<file path="config.mk">
export PLATFORM = sky130hd
export DESIGN_NAME = aes192_stream_loader
export DESIGN_NICKNAME = d
export VERILOG_FILES = /design/src/rtl/aes192_pkg.sv /design/src/rtl/aes192_word_packer.sv /design/src/rtl/aes192_stream_loader.sv
export SDC_FILE = /design/constraint.sdc
export NUM_CORES = 1
export LEC_CHECK = 0
export ABC_AREA = 1
export BUFFER_PORTS_ARGS = -buffer_cell sky130_fd_sc_hd__buf_4
export CAP_MARGIN = 15
export CORE_AREA = 2 2 238 240
export DETAILED_ROUTE_END_ITERATION = 6
export DIE_AREA = 0 0 240 242
export GPL_TIMING_DRIVEN = 0
export PLACE_DENSITY = 0.53
export SYNTH_ARGS = -nofsm -noshare
export SYNTH_HDL_FRONTEND = slang
export SYNTH_HIERARCHICAL = 1
export SYNTH_SLANG_ARGS = --single-unit
</file>
<file path="constraint.sdc">
create_clock -name clk -period 12.05 [get_ports clk]
set_input_delay 0.6025 -clock clk [delete_from_list [all_inputs] [get_ports clk]]
set_output_delay 0.6025 -clock clk [all_outputs]
set_load 0.01 [all_outputs]
</file>
<file path="src/rtl/aes192_pkg.sv">
// aes192_pkg: shared state codes and sizes for the AES-192 stream loader
package aes192_pkg;
  localparam int KEY_WORDS = 6;
  localparam int DATA_WORDS = 4;
  localparam int WORD_W = 32;
  localparam int KEY_W = 192;
  localparam int BLK_W = 128;
  typedef logic [1:0] state_t;
  localparam state_t LOAD = 2'd0;
  localparam state_t SETTLE = 2'd1;
  localparam state_t DONE = 2'd2;
endpackage

</file>
<file path="src/rtl/aes192_word_packer.sv">
// aes192_word_packer: N-word MSW-first packer with word count and full flag
module aes192_word_packer #(
  parameter int N = 4,
  parameter int W = 32,
  parameter bit WRAP = 1'b0,
  parameter int CW = $clog2(N + 1)
) (
  input  logic           clk,
  input  logic           rst,
  input  logic           clr,
  input  logic           load,
  input  logic [W-1:0]   word,
  output logic [N*W-1:0] data,
  output logic [CW-1:0]  cnt,
  output logic           full
);
  // WRAP: count returns to 0 after the last word (key); otherwise it parks at N (data)
  always_ff @(posedge clk or posedge rst) begin
    if (rst) begin
      data <= '0;
      cnt <= '0;
      full <= 1'b0;
    end else if (clr) begin
      cnt <= '0;
      full <= 1'b0;
    end else if (load) begin
      for (int i = 0; i < N; i++)
        if (cnt == CW'(i)) data[(N-1-i)*W +: W] <= word;
      full <= (cnt == CW'(N - 1)) ? 1'b1 : (cnt == '0) ? 1'b0 : full;
      cnt <= (cnt == CW'(N - 1)) ? (WRAP ? '0 : CW'(N)) : cnt + 1'b1;
    end
  end
endmodule

</file>
<file path="src/rtl/aes192_stream_loader.sv">
// aes192_stream_loader: word-stream key/block loader and settle/capture stage for a combinational AES-192 core.
// Optional AES192_BLOCK_CNT_EN adds a 32-bit count of delivered ciphertext blocks.
module aes192_stream_loader
  import aes192_pkg::*;
#(
  parameter int SETTLE_CYCLES = 4,
  parameter int CNT_W = 8
) (
  input  logic             clk,
  input  logic             rst,
  input  logic             in_valid,
  output logic             in_ready,
  input  logic             in_is_key,
  input  logic [WORD_W-1:0] in_data,
  output logic [BLK_W-1:0] core_datain,
  output logic [KEY_W-1:0] core_key,
  input  logic [BLK_W-1:0] core_out,
  output logic             out_valid,
  input  logic             out_ready,
  output logic [BLK_W-1:0] out_data,
  output logic             key_loaded,
  output logic             busy
`ifdef AES192_BLOCK_CNT_EN
  ,
  output logic [31:0]      block_count
`endif
);
  state_t state;
  logic [CNT_W-1:0] settle_cnt;
  logic [2:0] key_cnt, data_cnt;
  logic data_full, key_ld, dat_ld, hs, go;
  assign in_ready = (state == LOAD) && (in_is_key || !data_full);
  assign key_ld = in_valid && in_ready && in_is_key;
  assign dat_ld = in_valid && in_ready && !in_is_key;
  assign hs = out_valid && out_ready;
  assign busy = state != LOAD;
  // Look at next-cycle flags so SETTLE starts right after the completing word,
  // and a key word 0 arriving with a full block holds off the transition.
  assign go = (data_full || (dat_ld && data_cnt == 3'(DATA_WORDS - 1)))
           && (key_ld ? (key_cnt == 3'(KEY_WORDS - 1)) : key_loaded);
  aes192_word_packer #(.N(KEY_WORDS), .W(WORD_W), .WRAP(1'b1), .CW(3)) u_key (
    .clk(clk), .rst(rst), .clr(1'b0), .load(key_ld), .word(in_data),
    .data(core_key), .cnt(key_cnt), .full(key_loaded)
  );
  aes192_word_packer #(.N(DATA_WORDS), .W(WORD_W), .WRAP(1'b0), .CW(3)) u_data (
    .clk(clk), .rst(rst), .clr(hs), .load(dat_ld), .word(in_data),
    .data(core_datain), .cnt(data_cnt), .full(data_full)
  );
  always_ff @(posedge clk or posedge rst) begin
    if (rst) begin
      state <= LOAD;
      settle_cnt <= '0;
      out_valid <= 1'b0;
      out_data <= '0;
    end else if (state == LOAD && go) begin
      state <= SETTLE;
      settle_cnt <= '0;
    end else if (state == SETTLE) begin
      settle_cnt <= settle_cnt + 1'b1;
      if (settle_cnt == CNT_W'(SETTLE_CYCLES - 1)) begin
        out_data <= core_out;
        out_valid <= 1'b1;
        state <= DONE;
      end
    end else if (state == DONE && hs) begin
      out_valid <= 1'b0;
      state <= LOAD;
    end
  end
`ifdef AES192_BLOCK_CNT_EN
  always_ff @(posedge clk or posedge rst)
    if (rst) block_count <= '0;
    else if (hs) block_count <= block_count + 1'b1;
`endif
endmodule
</file>
==> metrics.txt <==
die height ~240 microns; share of the synthesized area in the top cell type 0.641; first-pass iteration count of the detailed router 5; # IOs 617; initial DRC count ~1100; RSZ-0062 raised after global routing false; remaining routing DRC violations 0; first-pass GRT wire length 107000 microns; Max FO, Critical Path 5; final instance area 25700 sq um; Crit. End Element primary output; outcome finished clean; final cell count without fillers 3398; DP Area 23900 sq um; sequential area share after synthesis 0.641; period utilization 0.191; depth of the worst register-to-register path 8; RePlAce Congestion 0.885; Hold-fix buffers, CTS 0; Clock Sinks about 470; Slew Limit Fails 0; critical path class reg -> out; H-Tree Level Count 2; vias per std cell about 4.8; final setup fails 0; IR drop worst, VDD 92.4 uV; vias in the first global route 16200; cts repair resizes 0; layout net count approximately 2800; Initial Util 0.327; Mean Syn Cell Area 9.48 sq um; post-CTS setup buffers 0; Arr. time, crit path 1.70 ns; Relative slew margins 0.502; initial antenna violation count 2; Hold Crit Class in -> async; number of instances in the placed design 3301; leak pwr 13.3 nW; Fin. Hold Viols 0; Cell Area, Synth 18200 sq um; maximum number of pins on one net before global-route repair 126; crit path time final 2.30 ns; setup tns final 0 ns; Worst-Margin Slew 0.747 ns; R2R setup slack ~9.8 ns; # rows 87; clock tree buffer depth 3; most frequent cells in the layout nand2_1 (772), buf_4 (628), dfrtp_1 (467), nand3_1 (174), o21ai_0 (159); flops & latches, synth ~470; TritonCTS Buffers 52; layout cells sized above 1 0.315; Unique masters post-synth 33; Synth area leaders dfrtp_1 (64%), nand2_1 (16%), nand3_1 (4.8%); PortBufs 616; Tot Pwr 5.01 mW; Clock Latency Late Sink 0.60 ns; post-synth top area cell dfrtp_1; highest clock rate 435 MHz; CTS tree built; total core area ~56000 sq um; Max Clock Skew 0.00844 ns; P per Cell Area 195 nW/um^2; startpoint types register; Area Overhead vs Synth 41.1%; post-route ant nets 0; Root Buffer clkbuf_16; r2r startpoint state[1]; Max Cap Viol 0; DR WL/cell 21.3 microns; yosys synthesis warning count 6; crit path from state[1]; Vias 16200; most common cell after layout, fill and taps aside nand2_1; total track usage 0.245; Clock Pin Slew Worst Setup and Hold Paths ~0.06 ns; Mapped Cells between 1500 and 2000; DIE WIDTH 240 microns; reg2reg end u_key/data[74]; Die Area 58100 sq um; WL final 72500 microns; Detail Placement HPWL around 56000 microns; Filler cells 5472; CP Capture Point in_ready; total congestion overflow 0; Req. time, crit path 11.45 ns
## layer usage
layer / part of all wire / up-vias / wire length, microns / GRT usage
li1: - / 7592 / - / -
met1: 0.38 / 7922 / 27900 / 0.294
met2: 0.50 / 590 / 36500 / 0.427
met3: 0.093 / 91 / 6760 / 0.0806
met4: 0.019 / 4 / 1350 / 0.0521
met5: 0.00045 / - / 33 / 0
## final cells by class
type	instances	area (sq um)	share of cell area
flip-flops and latches	467	11700	0.454
multi-input cells	1265	5640	0.219
repair buffers	619	4710	0.183
clock buffers	74	1470	0.0572
well taps	756	946	0.0367
plain buffers	126	666	0.0259
clock inverters	22	353	0.0137
inverters	68	273	0.0106
diodes	1	2.50	0.0000972
## worst min-delay path by stage
stage / cells past startpoint / to / start / slack, ns
6_report: 2 / u_key/data[70] / rst / 0.09
5_1_grt: 2 / u_key/data[135] / rst / 0.11
4_1_cts: 2 / u_key/data[70] / rst / 0.09
3_5_place_dp: 2 / u_data/data[21] / u_data/data[21] / 0.46
3_3_place_gp: 2 / u_data/data[24] / u_data/data[24] / 0.45
2_1_floorplan: 2 / u_data/full / u_data/full / 0.48
## where the power goes
part | leakage, nW | internal, mW | switching, mW
combinational | 6.79 | 0.551 | 0.712
clock | 0.891 | 1.03 | 0.671
sequential | 5.58 | 1.87 | 0.184
## kinds of logic (layout without fill, tap and decap cells)
kind of cell | count (synthesis) | after routing | synth area share
and+or+nand+nor | 1045 | 1045 | 0.241
AOI/OAI and AO/OA | 208 | 208 | 0.0615
xor gates and xnor gates | 2 | 2 | 0.000960
adders and majority gates | 8 | 8 | 0.00549
other | 1 | 3 | 0.000206
DFF | 467 | 467 | 0.641
buffers and inverters | 194 | 909 | 0.0505
## critical path: stages (launching register included)
cell and delay, ns:
dfrtp_1 0.40, nor2_1 0.36, nand2_1 0.14, inv_1 0.07, buf_4 0.13
## stage by stage
step | utilization | setup slack [ns] | hold slack (ns)
6_report | 0.462 | 9.75 | 0.0869
5_1_grt | 0.462 | 9.55 | 0.108
4_1_cts | 0.462 | 9.65 | 0.0909
3_5_place_dp | 0.429 | 9.60 | 0.460
3_3_place_gp | 0.427 | 3.90 | 0.455
2_1_floorplan | - | 6.11 | 0.477
## sequential cells by signal, summed over array words and instances (netlist names)
| name | count |
|---|---|
| out_valid | 1 |
| u_key/cnt | 3 |
| settle_cnt | 8 |
| u_data/full | 1 |
| u_key/full | 1 |
| u_data/cnt | 3 |
| u_key/data | 192 |
| state | 2 |
| u_data/data | 128 |
| out_data | 128 |
## cell usage after synthesis
library cell and instances:
ha_1 8, nand4_1 69, nor2_1 12, nor4_4 1, clkbuf_2 2, o21ai_0 159, clkbuf_1 35, buf_6 8
nand3_1 174, inv_1 64, nand2_2 6, inv_2 4, conb_1 1, nor3_1 1, nand2b_1 1, nand2_1 772
nor2_4 2, buf_2 68, nand3b_1 1, xnor2_1 1, buf_4 12, a22oi_1 1, dfrtp_1 467, o21ai_2 19
buf_1 1, a21oi_1 2, nand3_2 3, nor2_2 2, and3_1 1, o21ai_1 22, o21bai_1 1, o22ai_1 4
xor2_1 1
Note: power is estimated with default switching activity, not from simulation.
